<file path="config.mk">
export PLATFORM = sky130hd
export DESIGN_NAME = neuron_layer_sequencer
export DESIGN_NICKNAME = d
export VERILOG_FILES = /design/src/rtl/neuron_layer_sequencer.sv
export SDC_FILE = /design/constraint.sdc
export NUM_CORES = 1
export LEC_CHECK = 0
export BUFFER_PORTS_ARGS = -buffer_cell sky130_fd_sc_hd__buf_2
export CORE_MARGIN = 10
export CORE_UTILIZATION = 44
export CTS_CLUSTER_SIZE = 24
export DETAILED_ROUTE_END_ITERATION = 8
export MAX_ROUTING_LAYER = met4
export PLACE_DENSITY = 0.72
export SLEW_MARGIN = 0
export SYNTH_ARGS = -nofsm -noshare
export SYNTH_HDL_FRONTEND = slang
export SYNTH_SLANG_ARGS = --single-unit
</file>
<file path="constraint.sdc">
create_clock -name clk -period 1.5 [get_ports clk]
set_clock_uncertainty 0.05 [all_clocks]
set_input_delay 0.15 -clock clk [delete_from_list [all_inputs] [get_ports clk]]
set_output_delay 0.15 -clock clk [all_outputs]
set_load 0.02 [all_outputs]
</file>
<file path="src/rtl/neuron_layer_sequencer.sv">
// Fully connected layer sequencer: one neuron at a time on a shared MAC,
// followed by a registered thresholded-ReLU on each sum.
module neuron_layer_sequencer #(
  parameter int          N_IN   = 8,
  parameter int          N_NEU  = 4,
  parameter logic [14:0] THRESH = 15'h0100,
  localparam int IW = $clog2(N_IN),
  localparam int WW = $clog2(N_IN * N_NEU),
  localparam int NW = (N_NEU > 1) ? $clog2(N_NEU) : 1
) (
  input  logic          clk,
  input  logic          rst,
  input  logic          start,
  output logic          busy,
  output logic          done,
  output logic [IW-1:0] in_addr,
  output logic [WW-1:0] w_addr,
  output logic          mac_clear,
  output logic          mac_en,
  input  logic [15:0]   mac_result,
  output logic [NW-1:0] out_addr,
  output logic [15:0]   out_data,
  output logic          out_valid
);

  typedef enum logic [2:0] {
    S_IDLE, S_LOAD, S_FETCH, S_DRAIN, S_RESULT, S_FIN
  } state_e;

  state_e state_q, state_d;

  logic [IW-1:0] j_q, j_d;
  logic [NW-1:0] n_q, n_d;
  logic          busy_d, done_d, clr_d, en_d, ov_d;
  logic [NW-1:0] oa_d;
  logic [15:0]   od_d, act;
  logic          j_last, n_last;

  assign j_last = (j_q == IW'(N_IN - 1));
  assign n_last = (n_q == NW'(N_NEU - 1));

  assign in_addr = j_q;
  assign w_addr  = WW'(n_q) * WW'(N_IN) + WW'(j_q);

  // Negative sums and magnitudes at or below the threshold are squashed.
  assign act = (mac_result[15] || (mac_result[14:0] <= THRESH))
             ? 16'h0000 : mac_result;

  always_ff @(posedge clk) begin
    if (rst) state_q <= S_IDLE;
    else     state_q <= state_d;
  end

  always_comb begin
    state_d = state_q;
    unique case (state_q)
      S_IDLE:   if (start) state_d = S_LOAD;
      S_LOAD:   state_d = S_FETCH;
      S_FETCH:  if (j_last) state_d = S_DRAIN;
      S_DRAIN:  state_d = S_RESULT;
      S_RESULT: state_d = n_last ? S_FIN : S_LOAD;
      S_FIN:    state_d = S_IDLE;
      default:  state_d = S_IDLE;
    endcase
  end

  always_comb begin
    j_d = j_q;
    n_d = n_q;
    unique case (state_q)
      S_IDLE: if (start) begin
        j_d = '0;
        n_d = '0;
      end
      S_LOAD:   j_d = '0;
      S_FETCH:  if (!j_last) j_d = j_q + 1'b1;
      S_RESULT: if (!n_last) n_d = n_q + 1'b1;
      default: ;
    endcase
    busy_d = (state_d != S_IDLE);
    done_d = (state_d == S_FIN);
    clr_d  = (state_d == S_LOAD);
    // One cycle behind FETCH to line up with the memory read latency.
    en_d   = (state_q == S_FETCH);
    ov_d   = (state_q == S_RESULT);
    oa_d   = ov_d ? n_q : out_addr;
    od_d   = ov_d ? act : out_data;
  end

  always_ff @(posedge clk) begin
    if (rst) begin
      j_q       <= '0;
      n_q       <= '0;
      busy      <= 1'b0;
      done      <= 1'b0;
      mac_clear <= 1'b0;
      mac_en    <= 1'b0;
      out_valid <= 1'b0;
      out_addr  <= '0;
      out_data  <= '0;
    end else begin
      j_q       <= j_d;
      n_q       <= n_d;
      busy      <= busy_d;
      done      <= done_d;
      mac_clear <= clr_d;
      mac_en    <= en_d;
      out_valid <= ov_d;
      out_addr  <= oa_d;
      out_data  <= od_d;
    end
  end

endmodule

</file>
# ---- Yosys cells after proc, flatten, opt, wreduce, memory -nomap -nowiden
# Cells that the tools add are included.
dict set report op_classes {
  addsub 3
  order_cmp 1
  n_eq_ne 11
  n_mux 11
  reduce_logical 7
}
# op n
set op_table {}
lappend op_table {{$mux W16} 1}
lappend op_table {{$le A15 B9 Y1 const B} 1}
lappend op_table {{$mux W3} 5}
lappend op_table {{$pmux W3 S5} 1}
lappend op_table {{$eq A3 B3 Y1 const B} 3}
lappend op_table {{$pmux W3 S3} 1}
lappend op_table {{$eq A3 B1 Y1 const B} 2}
lappend op_table {{$eq A3 B2 Y1 const B} 2}
lappend op_table {{$ne A2 B2 Y1 const B} 3}
lappend op_table {{$reduce_and A3 Y1} 2}
lappend op_table {{$reduce_bool A3 Y1} 2}
lappend op_table {{$add A5 B3 Y5} 1}
lappend op_table {{$mux W2} 2}
lappend op_table {{$pmux W2 S2} 1}
lappend op_table {{$add A3 B1 Y3 const B} 1}
lappend op_table {{$logic_not A3 Y1} 1}
lappend op_table {{$add A2 B1 Y2 const B} 1}
lappend op_table {{$eq A2 B2 Y1 const B} 1}
lappend op_table {{$reduce_bool A2 Y1} 1}
lappend op_table {{$logic_or A1 B1 Y1} 1}
dict set report word_totals {
  regBits 31
  in_bits 19
  output_inout_bits 31
  wordCells 43
}

# ---- Logic depth before layout (Yosys ltp)
# Gate-level depths: netlist of run 1.
dict set report depth {
  ltp_word 4
  depth_mapped 5
  depth_no_buf 5
}

# ---- Worst setup path after synthesis of run 1
# Ideal clock, no wire load.
dict set report synth_timing {
  path_kind {register to register}
  start {register j_q[0], in the netlist in_addr[0]}
  end {register j_q[0], in the netlist in_addr[0]}
  arrival_ns 1.630
  slack_ns -0.252
  stages_incl_launch_ff 6
  cell_sequence {dfxtp_1 > ha_1 > ha_1 > or3b_1 > a21oi_1 > mux2i_1}
}
dict set report synth_via {
  elab_chain_len 3
}
# item line_no
set synth_rtl {}
lappend synth_rtl {{start: declaration} 32} ;# logic [IW-1:0] j_q, j_d;
lappend synth_rtl {{start signal: assignment} 102} ;# j_q <= j_d;
lappend synth_rtl {{$add A3 B1 Y3 / $eq A3 B3 Y1 (equally long branches)} {76, 39}}
lappend synth_rtl {{$mux W3 / $ne A2 B2 Y1 (equally long branches)} n/a}
lappend synth_rtl {{$pmux W3 S3 / $reduce_and A3 Y1 (equally long branches)} n/a}
# Several ways; a longest one is shown, not always the timed one. The select of a mux whose other input is x is not followed.
# A chain may end at the register's enable or synchronous reset.

# ---- Final worst setup path of run 1
dict set report layout_timing {
  start {register j_q[0], in the netlist in_addr[0]}
  end {register j_q[1], in the netlist in_addr[1]}
}
# The elaborated chain is that of the path after synthesis.

==> summary.txt, run 1 <==
antenna viol nets, final = 0
top cell type's share of synthesized area = 0.4291
Fin. Hold Viols = 0
Static Leak = 0.8668 nW
initial detailed-routing violation count = 112
Async S/R FF share, synth = 0
grt total ovfl = 0
Core ar. = 3103 sq um
pin count of the biggest net entering global routing = 27
PortBufs = 49
Post-synth EDFFs = 0
largest area contributor in the netlist = dfxtp_1
Hold Crit Class = in -> reg
post-placement setup slack = -0.1440 ns
RSZ-0062 raised after global routing = true
Setup crit start kind = flop
vias per std cell = 5.492
cell count after synthesis = 153
Slew @ Worst Pin = 0.5333 ns
Avg Synthesized Cell Area = 9.454 sq um
global-route wire length before repair = 6520 um
hold path start = mac_result[9]
Synth Flop Type = dfxtp_1
num rows = 20
final WL = 4011 um
layout cells sized above 1 = 0.4000
ant diodes = 0
Setup WS post-layout = -0.06129 ns
synth top area cells = dfxtp_1 43%, a21oi_1 5.9%, a32oi_1 5.4%
Mapped Nets = 176
Placed Area = 1800 sq um
hold_ws = 0.03883 ns
setup_tns = -0.1462 ns
FILL cells = 284
# IOs = 50
Die ar. = 5981 sq um
failing checks = setup timing
initial antenna violation count = 0
Total GRT Usage = 0.1345
library cells used by synthesis = 38
H-tree levels = 2
Initial Util = 0.4661
Root Driver = clkbuf_4
setup violators final = 3
synth warn = 0
DRT Pass-1 Iters = 4
hpwl dp = 2885 um
Crit path required time = 1.70 ns
crit end category = flop
post-route minimum period = 1.561 ns
setup repair bufs after CTS = 0
max-slew violations = 0
cell area power density = 895.0 nW/um^2
Critical R2R Launch = in_addr[0]
final net count = 232
Seq cells post-synth = 31
Mapped Area = 1446 sq um
worst skew pair latency = 0.33 ns
crit-path max FO = 3
CP startpoint = in_addr[0]
CTS clk-pin slew, worst paths = 0.10 ns
Post-synth top cells = 31 x dfxtp_1, 17 x a21oi_1, 10 x a211oi_1, 10 x nor2b_1, 9 x a32oi_1
Max-cap violations = 0
routed via count = 1395
DP Cell Count = 242
worst path arrival time = 1.77 ns
final std cells w/o fill = 254
Rel. slew slack = 0.6445
CTS tree = yes
Worst VDD drop = 607.3 uV
Layout Utilization = 0.6327
Max Root-Sink Buffers = 2
Overall Power = 1.757 mW
DR DRC count = 0
drt wl/cell = 15.79 um
Layout area overhead = 35.73%
vias in the first global route = 1373
TritonCTS Buffers = 5
die height = 77.34 um
achievable frequency = 0.6405 GHz
die width = 77.34 um
register area share after synthesis = 0.4291
area of the multi-input gates = 800.8 sq um
Final GP Congestion = 0.8042
CTS Sinks = 31
fin crit share = 1.041
critical setup path kind = reg -> reg
Final Instance Area = 1963 sq um
status = complete, but fails checks
count leader, synth = dfxtp_1
register area = 629.4 sq um
## where the power goes
part / internal (mW) / total, mW / switching [mW]
sequential: 0.837 / 0.848 / 0.0114
combinational: 0.0996 / 0.224 / 0.124
clock: 0.394 / 0.685 / 0.291
## cell usage in the layout (no fill, tap or decap), types with 3 or more instances in the layout
master | netlist | routed
a211oi_1 | 10 | 7
dfxtp_1 | 31 | 28
a211oi_2 | 0 | 3
dlygate4sd3_1 | 0 | 4
a22o_1 | 4 | 4
clkbuf_4 | 0 | 5
buf_2 | 8 | 49
buf_4 | 3 | 9
or4_1 | 3 | 3
o21ai_0 | 3 | 3
and2_1 | 3 | 3
nor2_1 | 5 | 5
nor2b_1 | 10 | 10
a32oi_1 | 9 | 9
nand2_1 | 8 | 8
mux2i_1 | 3 | 3
nand2b_1 | 4 | 4
a21oi_1 | 17 | 16
## area by class of cell
class,count,area share
Sequential cell,31,0.3206
Tap cell,44,0.02804
Multi-Input combinational cell,105,0.4079
Timing Repair Buffer,64,0.1957
Clock buffer,6,0.02613
Inverter,2,0.003824
Clock inverter,2,0.01785
## state kept, by name (all words and copies together) (netlist names)
name,count
done,1
state_q,3
busy,1
mac_clear,1
in_addr,3
out_data,16
n_q,2
out_addr,2
out_valid,1
mac_en,1
## per-layer routing
metal,share of wire,global-route usage,up-vias
met2,0.49,0.2065,46
met4,0.011,0.03832,0
met5,0,-,-
li1,-,-,678
met1,0.43,0.1581,664
met3,0.063,0.05530,7
## worst paths after layout
| check | endpoint | cells after the start | slack, ns |
|---|---|---|---|
| setup / recovery | in_addr[1] | 5 | -0.06 |
| hold / removal | out_data[9] | 3 | 0.04 |
| hold reg to reg | out_data[9] | 2 | 0.42 |
| setup reg to reg | in_addr[1] | 5 | -0.06 |
## critical path, cell delays in order, from the launching register on
cell,delay (ns)
dfxtp_4,0.36
ha_4,0.17
ha_4,0.15
or3b_4,0.38
a21oi_4,0.18
mux2i_1,0.20
## what timing repair did
item,in CTS,in global routing
pin swaps,3,1
hold endpoints to repair,3,1
hold buffers,3,1
resized for setup,2,6
endpoints found under the setup margin,3,11
## logic make-up (layout without fill, tap and decap cells)
family	count (synthesis)	after routing	synth area share
buffers and inverters	17	74	0.05882
and+or+nand+nor	48	48	0.2180
AOI/OAI and AO/OA	49	49	0.2327
xor gates and xnor gates	1	1	0.006056
adders and majority gates	4	4	0.03460
DFF	31	31	0.4291
muxes	3	3	0.02076
No activity file was read; power rests on OpenSTA's default activity.
==> inputs of run 2 (changes only) <==
--- a/config.mk
+++ b/config.mk
@@ -6,6 +6,7 @@
 export NUM_CORES = 1
 export LEC_CHECK = 0
 export BUFFER_PORTS_ARGS = -buffer_cell sky130_fd_sc_hd__buf_2
+export CAP_MARGIN = 10
 export CORE_MARGIN = 10
 export CORE_UTILIZATION = 44
 export CTS_CLUSTER_SIZE = 24
==> constraint.sdc (replaced) <==
create_clock -name clk -period 1.5 [get_ports clk]
set_clock_uncertainty 0.05 [all_clocks]
set_input_delay 0.075 -clock clk [delete_from_list [all_inputs] [get_ports clk]]
set_output_delay 0.075 -clock clk [all_outputs]
set_load 0.02 [all_outputs]
==> run 2 against run 1 <==
  * The run still ends with setup timing left
  * Die area unchanged
  * First-iteration DRC count is 39% higher
  * Largest cell class unchanged
  * Wire length rose by 1.2%
  * Sequential share of layout area is the same
  * Power is 7.6% lower
  * Critical path type unchanged
  * Fmax down 1.3%
  * Non-clock buffer count grew 1
==> summary.txt, run 2 (synthesis results as in run 1) <==
crit end category = flop
die height = 77.34 um (unchanged)
Setup WS post-layout = -0.08169 ns (-0.02040 ns)
Initial Util = 0.4661 (unchanged)
initial antenna violation count = 0 (unchanged)
final net count = 233 (+0.43%)
most frequent cells in the layout = 49 x buf_2, 28 x dfxtp_1, 16 x a21oi_1
Slew @ Worst Pin = 0.5435 ns (+0.01019 ns)
max reg flops = 16 (unchanged)
Worst VDD drop = 593.2 uV (-2.3%)
Overall Power = 1.624 mW (-7.6%)
Root Driver = clkbuf_4
fin crit share = 1.054 (+0.01360)
hold_ws = 0.007714 ns (-0.03111 ns)
worst path arrival time = 1.78 ns (about the same)
Crit path required time = 1.69 ns (about the same)
critical setup path kind = reg -> reg
hpwl dp = 2851 um (-1.2%)
Core ar. = 3103 sq um (unchanged)
DR DRC count = 0 (unchanged)
# IOs = 50 (unchanged)
GR peak layer = met2
achievable frequency = 0.6322 GHz (-1.3%)
register area = 629.4 sq um (unchanged)
area of the multi-input gates = 805.8 sq um (+0.63%)
H-tree levels = 2 (unchanged)
routed via count = 1371 (-1.7%)
GRT met1 Usage = 0.1511 (-0.007001)
failing checks = setup timing
crit-path max FO = 3 (unchanged)
status = complete, but fails checks
RSZ-0062 raised after global routing = true
Setup crit start kind = flop
Top reg by flops = out_data
post-route minimum period = 1.582 ns (+0.02040 ns)
Placed Area = 1785 sq um (-0.83%)
drt wl/cell = 15.92 um (+0.82%)
Max Root-Sink Buffers = 2 (unchanged)
Final GP Congestion = 0.8039 (about the same)
Total GRT Usage = 0.1378 (+0.003310)
Static Leak = 0.8618 nW (-0.58%)
layout cells sized above 1 = 0.3934 (-0.006635)
TritonCTS Buffers = 5 (unchanged)
Final Instance Area = 1963 sq um (unchanged)
vias in the first global route = 1416 (+3.1%)
setup violators final = 3 (unchanged)
ant diodes = 0 (unchanged)
CTS clk-pin slew, worst paths = 0.09 ns (about the same)
CTS Sinks = 31 (unchanged)
CTS tree = yes
Layout area overhead = 35.73% (unchanged)
initial detailed-routing violation count = 156 (+39%)
die width = 77.34 um (unchanged)
pin count of the biggest net entering global routing = 27 (unchanged)
worst skew pair latency = 0.32 ns (about the same)
Max-cap violations = 0 (unchanged)
grt total ovfl = 0 (unchanged)
Rel. slew slack = 0.6377 (-0.006796)
PortBufs = 49 (unchanged)
antenna viol nets, final = 0 (unchanged)
final WL = 4060 um (+1.2%)
Die ar. = 5981 sq um (unchanged)
Fin. Hold Viols = 0 (unchanged)
DRT Pass-1 Iters = 4 (unchanged)
Hold Crit Class = in -> reg
vias per std cell = 5.376 (-2.1%)
num rows = 20 (unchanged)
global-route wire length before repair = 6741 um (+3.4%)
met3 GRT Util = 0.05415 (-0.001152)
commonest non-fill, non-tap cell in the layout = buf_2
M2 GR Usage = 0.2324 (+0.02592)
max-slew violations = 0 (unchanged)
FILL cells = 278 (-2.1%)
cell area power density = 827.2 nW/um^2 (-7.6%)
run 2: power breakdown:
| group | total [mW] | switching (mW) | leakage [nW] | internal [mW] |
|---|---|---|---|---|
| clock network | 0.550 | 0.275 | 0.0386 | 0.276 |
| logic | 0.224 | 0.125 | 0.571 | 0.0997 |
| registers | 0.849 | 0.0120 | 0.253 | 0.837 |
| total | 1.62 | 0.411 | 0.862 | 1.21 |
run 2: worst paths after layout:
kind | startpoint | endpoint | slack, ns | depth (start not counted)
worst min-delay path | mac_result[4] | out_data[4] | 0.008 | 3
worst min register to register | out_data[15] | out_data[15] | 0.41 | 1
worst max-delay path | in_addr[0] | in_addr[2] | -0.08 | 5
worst max register to register | in_addr[0] | in_addr[2] | -0.08 | 5
run 2: timing repair:
item	CTS	global route
pin swaps	3	1
hold endpoints to repair	6	0
setup endpoints to repair	3	17
hold buffers	6	0
setup buffers	1	0
resized for setup	2	7
run 2: critical path, cell delays in order, from the launching register on:
cell and delay [ns]:
dfxtp_4 0.36, ha_4 0.16, ha_4 0.14, or3b_4 0.38, a21oi_4 0.19, mux2i_1 0.23
run 2: routing by layer:
layer	up-vias	part of all wire
li1	674	-
met1	651	0.44
met2	42	0.50
met3	4	0.061
met4	0	0.0057
met5	-	0
run 2: area by class of cell:
class | count | share of cell area
Inverter | 2 | 0.003824
Multi-Input combinational cell | 105 | 0.4105
Tap cell | 44 | 0.02804
Clock buffer | 8 | 0.03505
Sequential cell | 31 | 0.3206
Timing Repair Buffer | 65 | 0.2020
run 2: metrics by stage:
stage | setup TNS [ns] | setup slack [ns] | utilization | cells
detailed placement | -0.3697 | -0.1594 | 0.5754 | 240
floorplan | -0.1971 | -0.06743 | - | 153
global route | -0.3931 | -0.1359 | 0.6327 | 255
finish | -0.1788 | -0.08169 | 0.6327 | 255
CTS | -0.2931 | -0.1182 | 0.6226 | 255
global placement | -0.1479 | -0.04976 | 0.5754 | 240
==> inputs of run 3 (changes only) <==
--- a/config.mk
+++ b/config.mk
@@ -13,6 +13,7 @@
 export DETAILED_ROUTE_END_ITERATION = 8
 export MAX_ROUTING_LAYER = met4
 export PLACE_DENSITY = 0.72
+export SKIP_CTS_REPAIR_TIMING = 1
 export SLEW_MARGIN = 0
 export SYNTH_ARGS = -nofsm -noshare
 export SYNTH_HDL_FRONTEND = slang
==> run 3 against run 2 <==
  * The run still ends with setup timing left
  * Die area did not move
  * Clock power rose by 0.7%
  * Utilization up 0.16 points
  * Non-clock buffer count stayed put
  * Critical path depth did not move
  * Fmax decreased by 1.1%
  * Register-to-register slack worse by 0.02 ns
==> summary.txt, run 3 (synthesis results as in run 1) <==
achievable frequency = 0.6256 GHz (-1.1%)
grt total ovfl = 0 (unchanged)
met3 WL = 243 um (-1.6%)
Top reg by flops = out_data
final net count = 233 (unchanged)
post-route minimum period = 1.599 ns (+0.01688 ns)
vias in the first global route = 1359 (-4.0%)
Rel. slew slack = 0.6437 (+0.006003)
Root Driver = clkbuf_4
critical setup path kind = reg -> reg
CP peak stage delay = 0.38 ns (about the same)
register area = 629.4 sq um (unchanged)
worst skew pair latency = 0.32 ns (about the same)
initial antenna violation count = 0 (unchanged)
DRT Pass-1 Iters = 4 (unchanged)
crit-path max FO = 3 (unchanged)
Setup WS post-layout = -0.09857 ns (-0.01688 ns)
num rows = 20 (unchanged)
Static Leak = 0.8626 nW (about the same)
slowest CP cell = or3b_4
Total GRT Usage = 0.1315 (-0.006265)
drt wl/cell = 16.06 um (+0.86%)
fin crit share = 1.066 (+0.01126)
max reg flops = 16 (unchanged)
DR top layer = met4
worst-path cell chain = ha_4 > ha_4 > or3b_4 > a21oi_4 > mux2i_1
pin count of the biggest net entering global routing = 27 (unchanged)
status = complete, but fails checks
Worst VDD drop = 609.1 uV (+2.7%)
Most common cell on crit path = ha_4
hpwl dp = 2851 um (unchanged)
setup_tns = -0.2461 ns (-0.06732 ns)
global-route wire length before repair = 6451 um (-4.3%)
initial detailed-routing violation count = 161 (+3.2%)
most frequent cells in the layout = 49 x buf_2, 28 x dfxtp_1, 16 x a21oi_1
CTS Sinks = 31 (unchanged)
max-slew violations = 0 (unchanged)
Setup crit start kind = flop
RSZ-0062 raised after global routing = true
Layout Utilization = 0.6343 (+0.001613)
CP Buf/Inv Count = 0 (unchanged)
Core ar. = 3103 sq um (unchanged)
H-tree levels = 2 (unchanged)
FILL cells = 278 (unchanged)
failing checks = setup timing
PortBufs = 49 (unchanged)
routed via count = 1376 (+0.36%)
worst path arrival time = 1.79 ns (about the same)
Layout area overhead = 36.07%
commonest non-fill, non-tap cell in the layout = buf_2
Initial Util = 0.4661 (unchanged)
ant diodes = 0 (unchanged)
CTS clk-pin slew, worst paths = 0.09 ns (about the same)
Met1 Wirelength = 1775 um (-0.22%)
Overall Power = 1.628 mW (+0.24%)
Die ar. = 5981 sq um (unchanged)
setup violators final = 3 (unchanged)
Slew @ Worst Pin = 0.5344 ns (-0.009005 ns)
Crit path required time = 1.70 ns (about the same)
DR DRC count = 0 (unchanged)
post-placement setup slack = -0.1594 ns (unchanged)
wire length on met2 = 2053 um (+2.1%)
CTS tree = yes
# IOs = 50 (unchanged)
crit end category = flop
die width = 77.34 um (unchanged)
area of the multi-input gates = 810.8 sq um (+0.62%)
Worst R2R Setup Slack = -0.1 ns (-0.02 ns)
Max Root-Sink Buffers = 2 (unchanged)
antenna viol nets, final = 0 (unchanged)
TritonCTS Buffers = 5 (unchanged)
die height = 77.34 um (unchanged)
layout cells sized above 1 = 0.3981 (+0.004739)
vias per std cell = 5.396 (+0.36%)
crit-path leading delay family = simple AND/OR/NAND/NOR gates
Max-cap violations = 0 (unchanged)
final WL = 4095 um (+0.86%)
Fin. Hold Viols = 0 (unchanged)
cell area power density = 827.1 nW/um^2 (about the same)
Final GP Congestion = 0.8039 (unchanged)
Hold Crit Class = in -> reg
[run 3: worst paths after layout]
| kind | startpoint | end | cells past startpoint |
|---|---|---|---|
| max | in_addr[1] | in_addr[2] | 5 |
| max reg2reg | in_addr[1] | in_addr[2] | 5 |
| min reg2reg | out_data[15] | out_data[15] | 1 |
| min | mac_result[4] | out_data[4] | 3 |
[run 3: final cells by class]
class / count / area share
multi-input combinational: 105 / 0.4120
sequential: 31 / 0.3198
timing repair buffer: 65 / 0.2015
clock buffer: 8 / 0.03496
tap: 44 / 0.02797
inverter: 2 / 0.003814
[run 3: per-stage QoR]
stage | instances | cell area, sq um | hold WS (ns)
2_1_floorplan | 153 | 1483 | 0.1507
3_3_place_gp | 240 | 1785 | 0.2468
3_5_place_dp | 240 | 1785 | 0.2580
4_1_cts | 248 | 1854 | -0.08820
5_1_grt | 255 | 1968 | 0.01961
6_report | 255 | 1968 | 0.006225
[run 3: layer usage]
| metal | vias to the layer above | global-route usage |
|---|---|---|
| met5 | - | - |
| met4 | 0 | 0.02190 |
| met3 | 4 | 0.05300 |
| met2 | 42 | 0.2216 |
| met1 | 658 | 0.1452 |
| li1 | 672 | - |
[run 3: power breakdown]
group | leakage [nW] | internal, mW | total (mW) | switching [mW]
clock | 0.0386 | 0.276 | 0.554 | 0.278
combinational | 0.571 | 0.0992 | 0.225 | 0.126
sequential | 0.253 | 0.837 | 0.849 | 0.0119
total | 0.863 | 1.21 | 1.63 | 0.416
[run 3: worst reg2reg max path, stage by stage (launching register included)]
cell and delay (ns):
dfxtp_4 0.36, ha_4 0.16, ha_4 0.14, or3b_4 0.38
a21oi_4 0.21, mux2i_1 0.22
